`src/rtl/tree_node_pkg.sv`:
```
// Shared definitions for the decision-tree walker: node word layout,
// error codes and walker state encoding.
package tree_node_pkg;

  localparam int NODE_ID_MSB   = 63;
  localparam int NODE_ID_LSB   = 56;
  localparam int FEAT_ID_MSB   = 55;
  localparam int FEAT_ID_LSB   = 53;
  localparam int THRESH_MSB    = 52;
  localparam int THRESH_LSB    = 26;
  localparam int RIGHT_MSB     = 25;
  localparam int RIGHT_LSB     = 18;
  localparam int LEFT_MSB      = 17;
  localparam int LEFT_LSB      = 10;
  localparam int TYPE_MSB      = 9;
  localparam int TYPE_LSB      = 2;

  localparam int NODE_W        = 64;
  localparam int NODE_THRESH_W = THRESH_MSB - THRESH_LSB + 1;

  localparam logic [7:0] LEAF_TYPE = 8'h01;
  localparam logic [7:0] ROOT_ADDR = 8'd0;

  localparam logic [1:0] ERR_NONE  = 2'd0;
  localparam logic [1:0] ERR_DEPTH = 2'd1;
  localparam logic [1:0] ERR_RANGE = 2'd2;
  localparam logic [1:0] ERR_NODE  = 2'd3;

  typedef enum logic [1:0] {
    IDLE = 2'd0,
    WAIT = 2'd1,
    EVAL = 2'd2,
    DONE = 2'd3
  } state_e;

endpackage

```
`src/rtl/tree_node_decode.sv`:
```
// Splits a 64-bit node memory word into its fields and flags leaf nodes.
module tree_node_decode
  import tree_node_pkg::*;
(
  input  logic [NODE_W-1:0]        node_word_i,
  output logic [7:0]               node_id_o,
  output logic [2:0]               feature_id_o,
  output logic [NODE_THRESH_W-1:0] threshold_o,
  output logic [7:0]               right_child_o,
  output logic [7:0]               left_child_o,
  output logic [7:0]               node_type_o,
  output logic                     is_leaf_o
);

  logic [1:0] unused_rsvd;

  assign node_id_o     = node_word_i[NODE_ID_MSB:NODE_ID_LSB];
  assign feature_id_o  = node_word_i[FEAT_ID_MSB:FEAT_ID_LSB];
  assign threshold_o   = node_word_i[THRESH_MSB:THRESH_LSB];
  assign right_child_o = node_word_i[RIGHT_MSB:RIGHT_LSB];
  assign left_child_o  = node_word_i[LEFT_MSB:LEFT_LSB];
  assign node_type_o   = node_word_i[TYPE_MSB:TYPE_LSB];
  assign unused_rsvd   = node_word_i[1:0];

  // A node with no children is terminal even if its type byte says otherwise.
  assign is_leaf_o = (node_type_o == LEAF_TYPE) ||
                     ((left_child_o == 8'd0) && (right_child_o == 8'd0));

endmodule

```
`src/rtl/tree_traverse_engine.sv`:
```
// Walks the decision tree from the root, one node read every two cycles,
// and reports the leaf class or the reason the walk was aborted.
module tree_traverse_engine
  import tree_node_pkg::*;
#(
  parameter int NUM_FEATURES = 8,
  parameter int FEAT_W       = 27,
  parameter int ADDR_W       = 8,
  parameter int NUM_NODES    = 173,
  parameter int MAX_DEPTH    = 32
) (
  input  logic                           clk,
  input  logic                           rst,
  input  logic                           start,
  input  logic [NUM_FEATURES*FEAT_W-1:0] features,
  output logic                           busy,
  output logic                           mem_rd_en,
  output logic [ADDR_W-1:0]              mem_addr,
  input  logic [NODE_W-1:0]              mem_data,
  output logic                           result_valid,
  output logic [7:0]                     result_class,
  output logic                           result_error,
  output logic [1:0]                     error_code,
  output logic [5:0]                     depth
);

  state_e                         state_q, state_d;
  logic [NUM_FEATURES*FEAT_W-1:0] feat_q, feat_d;
  logic [ADDR_W-1:0]              addr_q, addr_d;
  logic                           rd_en_q, rd_en_d;
  logic [5:0]                     depth_q, depth_d;
  logic [7:0]                     class_q, class_d;
  logic                           err_q, err_d;
  logic [1:0]                     code_q, code_d;

  logic [7:0]               dec_node_id;
  logic [2:0]               dec_feat_id;
  logic [NODE_THRESH_W-1:0] dec_thresh;
  logic [7:0]               dec_right;
  logic [7:0]               dec_left;
  logic [7:0]               dec_type;
  logic                     dec_is_leaf;

  tree_node_decode u_decode (
    .node_word_i   (mem_data),
    .node_id_o     (dec_node_id),
    .feature_id_o  (dec_feat_id),
    .threshold_o   (dec_thresh),
    .right_child_o (dec_right),
    .left_child_o  (dec_left),
    .node_type_o   (dec_type),
    .is_leaf_o     (dec_is_leaf)
  );

  logic [FEAT_W-1:0] feat_sel;
  logic [FEAT_W-1:0] thresh_cmp;
  logic [ADDR_W-1:0] next_addr;
  logic [5:0]        depth_inc;
  logic              bad_node;
  logic              range_err;
  logic              depth_err;
  logic [1:0]        fail_code;

  always_comb begin
    feat_sel = '0;
    for (int i = 0; i < NUM_FEATURES; i++) begin
      if (dec_feat_id == 3'(i)) feat_sel = feat_q[i*FEAT_W +: FEAT_W];
    end
  end

  assign thresh_cmp = FEAT_W'(dec_thresh);
  assign next_addr  = (feat_sel <= thresh_cmp) ? ADDR_W'(dec_left) : ADDR_W'(dec_right);
  assign depth_inc  = depth_q + 6'd1;
  assign bad_node   = (ADDR_W'(dec_node_id) != addr_q) ||
                      ({1'b0, dec_feat_id} >= 4'(NUM_FEATURES));
  assign range_err  = {1'b0, next_addr} >= (ADDR_W+1)'(NUM_NODES);
  assign depth_err  = depth_inc == 6'(MAX_DEPTH);

  // A bad node wins over everything; a valid leaf wins over range/depth aborts.
  always_comb begin
    fail_code = ERR_NONE;
    if (bad_node)         fail_code = ERR_NODE;
    else if (!dec_is_leaf) begin
      if (range_err)      fail_code = ERR_RANGE;
      else if (depth_err) fail_code = ERR_DEPTH;
    end
  end

  always_comb begin
    state_d = state_q;
    feat_d  = feat_q;
    addr_d  = addr_q;
    rd_en_d = 1'b0;
    depth_d = depth_q;
    class_d = class_q;
    err_d   = err_q;
    code_d  = code_q;
    case (state_q)
      IDLE: begin
        if (start) begin
          feat_d  = features;
          addr_d  = ADDR_W'(ROOT_ADDR);
          rd_en_d = 1'b1;
          depth_d = 6'd0;
          state_d = WAIT;
        end
      end
      WAIT: state_d = EVAL;
      EVAL: begin
        depth_d = depth_inc;
        if (fail_code != ERR_NONE) begin
          err_d   = 1'b1;
          code_d  = fail_code;
          class_d = 8'd0;
          state_d = DONE;
        end else if (dec_is_leaf) begin
          err_d   = 1'b0;
          code_d  = ERR_NONE;
          class_d = dec_thresh[7:0];
          state_d = DONE;
        end else begin
          addr_d  = next_addr;
          rd_en_d = 1'b1;
          state_d = WAIT;
        end
      end
      DONE: state_d = IDLE;
      default: state_d = IDLE;
    endcase
  end

  always_ff @(posedge clk) begin
    if (rst) begin
      state_q <= IDLE;
      feat_q  <= '0;
      addr_q  <= '0;
      rd_en_q <= 1'b0;
      depth_q <= 6'd0;
      class_q <= 8'd0;
      err_q   <= 1'b0;
      code_q  <= ERR_NONE;
    end else begin
      state_q <= state_d;
      feat_q  <= feat_d;
      addr_q  <= addr_d;
      rd_en_q <= rd_en_d;
      depth_q <= depth_d;
      class_q <= class_d;
      err_q   <= err_d;
      code_q  <= code_d;
    end
  end

  assign busy         = (state_q != IDLE);
  assign result_valid = (state_q == DONE);
  assign mem_rd_en    = rd_en_q;
  assign mem_addr     = addr_q;
  assign result_class = class_q;
  assign result_error = err_q;
  assign error_code   = code_q;
  assign depth        = depth_q;

endmodule

```
`config.mk`:
```
export PLATFORM = sky130hd
export DESIGN_NAME = tree_traverse_engine
export DESIGN_NICKNAME = d
export VERILOG_FILES = /design/src/rtl/tree_node_pkg.sv /design/src/rtl/tree_node_decode.sv /design/src/rtl/tree_traverse_engine.sv
export SDC_FILE = /design/constraint.sdc
export NUM_CORES = 1
export LEC_CHECK = 0
export ABC_AREA = 1
export CAP_MARGIN = 20
export CORE_MARGIN = 1
export CORE_UTILIZATION = 54
export CTS_BUF_LIST = sky130_fd_sc_hd__clkbuf_2 sky130_fd_sc_hd__clkbuf_4 sky130_fd_sc_hd__clkbuf_8
export DETAILED_ROUTE_END_ITERATION = 16
export GPL_TIMING_DRIVEN = 0
export HOLD_SLACK_MARGIN = 0.05
export PLACE_DENSITY = 0.89
export SETUP_SLACK_MARGIN = 0.5
export SLEW_MARGIN = 20
export SYNTH_ARGS = -nofsm -noshare
export SYNTH_HDL_FRONTEND = slang
export SYNTH_SLANG_ARGS = --single-unit
```
`constraint.sdc`:
```
create_clock -name clk -period 12.29 [get_ports clk]
set_clock_uncertainty 0.15 [all_clocks]
set_input_delay 1.8435 -clock clk [delete_from_list [all_inputs] [get_ports clk]]
set_output_delay 1.8435 -clock clk [all_outputs]
set_load 0.05 [all_outputs]
```
==> flow_metrics.py, run 1 <==
metrics = {
    "run_status": {
        "outcome": "complete, no violations",
    },
    "pwr": {
        "leakage_nw": 6.515,
        "power_density_nw_per_um2": 142.0,
        "ir_drop_mv": 0.09360,
    },
    "clock_tree": {
        "htreeDepth": 2,
        "tritoncts": "yes",
        "clock_latency_ps": 550,
        "clk_pin_slew_ps": 60,
        "cts_buffers": 40,
        "postCtsSetupBuffers": 0,
        "cts_resized": 0,
        "clock-sinks": 244,
        "cts_buffer_depth": 3,
        "cts_root_buf": "clkbuf_8",
        "hold_buffers": 0,
    },
    "finish": {
        "final_common_cell": "nor2_1",
        "layout_common_cells": "464 x nor2_1, 307 x clkdlybuf4s50_1, 244 x dfxtp_1",
        "area_growth_pct": 38.28,
        "fin_area_um2": 15440,
        "fill_cells": 1566,
        "n_antenna_cell": 0,
        "drive_above_1_share": 0.05172,
        "fin_nets": 2260,
    },
    "synthesis": {
        "ys_ff_latch": 244,
        "ys_seq_area_frac": 0.4375,
        "ys.flop_type": "dfxtp_1",
        "syn_inst": 1599,
        "synth_area_per_cell_um2": 6.983,
        "async_reset_ff_frac": 0,
        "synth-edff-count": 0,
        "synth_nets": 1911,
        "yosysUniqueCellTypes": 40,
        "yosysWarningCount": 0,
        "syn-cell-area_um2": 11170,
    },
    "sta": {
        "worst_pin_slew_ps": 1148,
        "finalSetupTns_ps": 0,
        "hold_viol": 0,
        "finalSetupViolCount": 0,
        "post-route-period-util": 0.5534,
        "slew_headroom": 0.2290,
        "rsz0062_at_grt": "false",
        "fmax_mhz": 147.0,
        "fin_crit_ps": 6802,
        "drv_slew": 0,
    },
    "worst_setup_path": {
        "ff2ff_setup_slack_ps": 8160,
        "cp.required_ps": 12560,
        "worstPathArrival_ps": 7070,
        "r2r-start": "feat_q[5]$_SDFFE_PP0P_",
        "r2r_end": "mem_addr[5]$_SDFFE_PP0P_",
        "path_class": "primary input to register",
        "slowest_delay_ps": 560,
        "path_common_cell": "nand2_1",
        "cp-end-kind": "register",
        "worst-r2r-cell-count": 27,
        "critical_path.startpoint_type": "primary input",
        "crit_slowest_cell": "nor2_1",
        "critPathLaunch": "mem_data[53]",
        "critPathMaxFanout": 10,
    },
    "hold_path": {
        "min-delay-start": "feat_q[162]$_SDFFE_PP0P_",
        "min_to": "feat_q[162]$_SDFFE_PP0P_",
        "min_path_type": "register to register",
        "hold-path-cell-count": 2,
    },
    "floorplan": {
        "start_util": 0.5518,
        "pin_count": 311,
        "die_w_um": 145.8,
        "core_um2": 20230,
        "row_count": 52,
        "dieArea_um2": 21260,
        "die_h_um": 145.8,
    },
    "global_routing": {
        "grt_pass1_vias": 11880,
        "overflow": 0,
        "grt_use_total": 0.3719,
        "grt_max_degree": 12,
        "antenna_found_initial": 0,
        "grt_pass1_wl_um": 61270,
    },
    "drt": {
        "drcViolationCount": 0,
        "drt-initial-drc-count": 1052,
        "num_vias": 12390,
        "drt_pass1_iterations": 6,
        "via_per_inst": 5.525,
        "antenna_left": 0,
        "routed_wl_um": 39950,
        "drt-wirelength-per-cell_um": 17.82,
    },
    "placed_design": {
        "hpwlAfterDp_um": 31170,
        "place.gp.congestion": 0.9380,
        "place_area_um2": 14590,
        "io_buffers": 307,
    },
    "run": {
        "cap_violations": 0,
    },
}
[synthesized netlist by cell type (all sizes together), types with 3 or more instances]
cell | number | area (um2)
a21o | 3 | 22.52
a21oi | 72 | 386.6
a221oi | 7 | 61.31
a32oi | 25 | 219.0
buf | 10 | 58.80
clkbuf | 90 | 337.8
clkinv | 4 | 15.01
dfxtp | 244 | 4885
ha | 29 | 362.9
inv | 87 | 326.6
nand2 | 221 | 854.6
nand3 | 26 | 150.2
nand4 | 35 | 240.2
nor2 | 471 | 1795
nor3 | 6 | 30.03
nor4 | 7 | 43.79
o21ai | 242 | 1211
xnor2 | 5 | 43.79
xor2 | 5 | 43.79
[worst max-delay path by stage]
| stage | endpoint | slack, ps | depth (start not counted) |
|---|---|---|---|
| global placement | mem_addr[6]$_SDFFE_PP0P_ | 5050 | 29 |
| global route | mem_addr[5]$_SDFFE_PP0P_ | 5140 | 31 |
| finish | mem_addr[5]$_SDFFE_PP0P_ | 5490 | 29 |
| floorplan | mem_addr[5]$_SDFFE_PP0P_ | 6840 | 29 |
| detailed placement | mem_addr[5]$_SDFFE_PP0P_ | 5050 | 29 |
| CTS | mem_addr[5]$_SDFFE_PP0P_ | 5580 | 29 |
[registers in the layout (all words and copies together), names as in the netlist]
| register | flops |
|---|---|
| mem_rd_en | 1 |
| depth | 6 |
| result_class | 8 |
| feat_q | 216 |
| state_q | 2 |
| result_error | 1 |
| error_code | 2 |
| mem_addr | 8 |
[cell type report]
class                   count  area [um2]  area share
multi-input cells        1164        5553      0.3596
flip-flops and latches    244        4885      0.3164
repair buffers            307        3073      0.1990
clock buffers              58       748.2     0.04846
plain buffers             100       396.6     0.02569
inverters                  91       341.6     0.02212
well taps                 270       337.8     0.02188
clock inverters             8       105.1    0.006807
[routing by layer]
layer	share of wire	routed length (um)	track usage
met4	0.048	1908	0.1689
met5	0	0	0
met1	0.39	15690	0.4729
met2	0.46	18430	0.6225
met3	0.098	3915	0.05643
[worst max-delay path, delay by kind of cell]
family	cells	cell delay [ps]
compound gates	4	750
fa+ha+maj	1	290
buf+inv	6	1530
simple gates	18	2660
[stage by stage]
| stage | power [mW] | util | cells | setup slack [ps] | hold slack, ps |
|---|---|---|---|---|---|
| floorplan | 1.222 | - | 1599 | 6840 | 280.3 |
| global placement | 1.419 | 0.7204 | 2176 | 5055 | 295.3 |
| detailed placement | 1.436 | 0.7209 | 2176 | 5052 | 298.9 |
| CTS | 2.183 | 0.7630 | 2242 | 5578 | 308.8 |
| global route | 2.288 | 0.7630 | 2242 | 5140 | 349.8 |
| finish | 2.193 | 0.7630 | 2242 | 5488 | 315.0 |
[report_power, final]
part	switching (mW)	internal, mW
combinational	0.294	0.208
clock	0.327	0.433
sequential	0.0513	0.880
[cells by family (layout without fill, tap and decap cells)]
kind of cell | count (synthesis) | in the layout | share of synthesized area
simple gates | 770 | 770 | 0.2816
flops | 244 | 244 | 0.4375
compound gates | 355 | 355 | 0.1745
fa+ha+maj | 29 | 29 | 0.03250
buf+inv | 191 | 564 | 0.06611
xor+xnor | 10 | 10 | 0.007844
No activity file was read; power rests on OpenSTA's default activity.
==> run 2, diff against run 1 <==
- CORE_UTILIZATION: 54 -> 50
- PLACE_DENSITY: 0.89 -> 0.83
- clock period: 12.29 -> 7.1 ns (I/O delays scaled with it)
==> run 2 against run 1 <==
Net effect:
- global-route usage down 3.4 points
- clock power grew 70%
- first-iteration DRC count increased by 12%
- via count increased by 0.78%
- cell area is essentially flat
- die area up 7.9%
- core utilization is 5.7 points lower
- sequential power up 73%
- worst setup slack worse by 4300 ps
- critical path type unchanged
- largest power group unchanged
- highest routed layer unchanged
==> flow_metrics.py, run 2 (synthesis gave the netlist of run 1 again) <==
metrics = {
    "worst_setup_path": {
        "path_common_cell": "nand2_1",
        "critPathMaxFanout": 10,
        "cp-end-kind": "register",
        "worstPathArrival_ps": 6230,
        "cp.required_ps": 7380,
        "slowest_delay_ps": 550,
        "crit_slowest_cell": "nor2_1",
        "critical_path.startpoint_type": "primary input",
        "path_class": "primary input to register",
    },
    "drt": {
        "routed_wl_um": 39380,
        "drt-wirelength-per-cell_um": 17.45,
        "drt-initial-drc-count": 1178,
        "num_vias": 12490,
        "antenna_left": 0,
        "drt_pass1_iterations": 7,
        "drcViolationCount": 0,
        "via_per_inst": 5.532,
    },
    "global_routing": {
        "grt_pass1_wl_um": 58570,
        "grt_use_total": 0.3383,
        "grt_pass1_vias": 11500,
        "antenna_found_initial": 0,
        "grt_max_degree": 12,
        "overflow": 0,
    },
    "placed_design": {
        "io_buffers": 307,
        "place.gp.congestion": 0.9655,
        "hpwlAfterDp_um": 30720,
        "pre_cts_slack_ps": 812.7,
    },
    "floorplan": {
        "row_count": 54,
        "die_w_um": 151.4,
        "core_um2": 21890,
        "start_util": 0.5101,
        "dieArea_um2": 22930,
        "pin_count": 311,
        "die_h_um": 151.4,
    },
    "sta": {
        "drv_slew": 0,
        "post-route-period-util": 0.8387,
        "rsz0062_at_grt": "false",
        "finalSetupViolCount": 0,
        "finalSetupTns_ps": 0,
        "fin_crit_ps": 5954,
        "slew_headroom": 0.2383,
        "fmax_mhz": 167.9,
        "hold_viol": 0,
        "worst_pin_slew_ps": 1134,
        "fin_ws_ps": 1146,
    },
    "finish": {
        "drive_above_1_share": 0.05415,
        "final_common_cell": "nor2_1",
        "fin_nets": 2261,
        "fill_cells": 1849,
        "regMostFlops": "feat_q",
        "layout_common_cells": "464 x nor2_1, 307 x clkdlybuf4s50_1, 244 x dfxtp_1",
        "area_growth_pct": 38.36,
        "largest_reg_flops": 216,
    },
    "pwr": {
        "ir_drop_mv": 0.1250,
        "power_density_nw_per_um2": 244.0,
        "power_frac_clock": 0.343,
        "p_sw_mw": 1.167,
        "p_sw_frac": 0.3097,
        "internal_power_mw": 2.602,
        "leakage_nw": 6.512,
        "seq_power_share": 0.427,
        "p_comb_frac": 0.231,
    },
    "clock_tree": {
        "cts_root_buf": "clkbuf_8",
        "cts_resized": 0,
        "cts_buffer_depth": 3,
        "clock_latency_ps": 560,
        "htreeDepth": 2,
        "clock-sinks": 244,
        "postCtsSetupBuffers": 0,
        "clk_pin_slew_ps": 60,
        "cts_buffers": 41,
        "hold_buffers": 0,
        "tritoncts": "yes",
    },
    "hold_path": {
        "min_path_type": "register to register",
    },
    "run": {
        "cap_violations": 0,
    },
    "run_status": {
        "outcome": "complete, no violations",
    },
}
==> run 2: worst max-delay path: cells and delay by family <==
family | cells | cell delay [ps]
compound gates | 4 | 750
simple gates | 18 | 2630
buf+inv | 6 | 1480
fa+ha+maj | 1 | 280
==> run 2: per-stage QoR <==
step / std cells / instance area [um2] / utilization / power (mW) / hold WS (ps)
5_1_grt: 2256 / 15450 / 0.7056 / 3.937 / 337.0
4_1_cts: 2256 / 15440 / 0.7054 / 3.754 / 313.4
2_1_floorplan: 1599 / 11170 / - / 2.116 / 280.3
3_3_place_gp: 2186 / 14590 / 0.6664 / 2.459 / 297.7
6_report: 2257 / 15450 / 0.7057 / 3.769 / 313.9
3_5_place_dp: 2186 / 14600 / 0.6669 / 2.487 / 305.1
==> run 2: final cells by class <==
class | count | area, um2 | share of cell area
Clock buffer | 66 | 808.3 | 0.05232
Inverter | 91 | 341.6 | 0.02211
Buffer | 100 | 396.6 | 0.02567
Sequential cell | 244 | 4885 | 0.3162
Clock inverter | 4 | 33.78 | 0.002187
Antenna cell | 1 | 2.502 | 0.0001620
Timing Repair Buffer | 307 | 3073 | 0.1989
Tap cell | 280 | 350.3 | 0.02268
Multi-Input combinational cell | 1164 | 5558 | 0.3598
==> run 2: metal layers <==
layer | routed length, um | track usage | share of wire
met1 | 15510 | 0.4347 | 0.39
met2 | 17920 | 0.5525 | 0.46
met3 | 3980 | 0.04699 | 0.10
met4 | 1968 | 0.1720 | 0.050
met5 | 0 | 0 | 0
==> run 2: power groups by stage <==
stage	combinational, mW	clock [mW]	sequential [mW]
2_1_floorplan	0.454	0	1.66
3_3_place_gp	0.830	0	1.63
3_5_place_dp	0.853	0	1.63
4_1_cts	0.859	1.29	1.61
5_1_grt	0.962	1.35	1.62
6_report	0.869	1.29	1.61
==> run 2: worst paths after layout <==
check	from	endpoint	slack, ps	depth (start not counted)
setup / recovery	mem_data[53]	mem_addr[6]$_SDFFE_PP0P_	1150	29
setup reg to reg	feat_q[5]$_SDFFE_PP0P_	mem_addr[6]$_SDFFE_PP0P_	2980	28
hold reg to reg	feat_q[162]$_SDFFE_PP0P_	feat_q[162]$_SDFFE_PP0P_	310	2
hold / removal	feat_q[162]$_SDFFE_PP0P_	feat_q[162]$_SDFFE_PP0P_	310	2
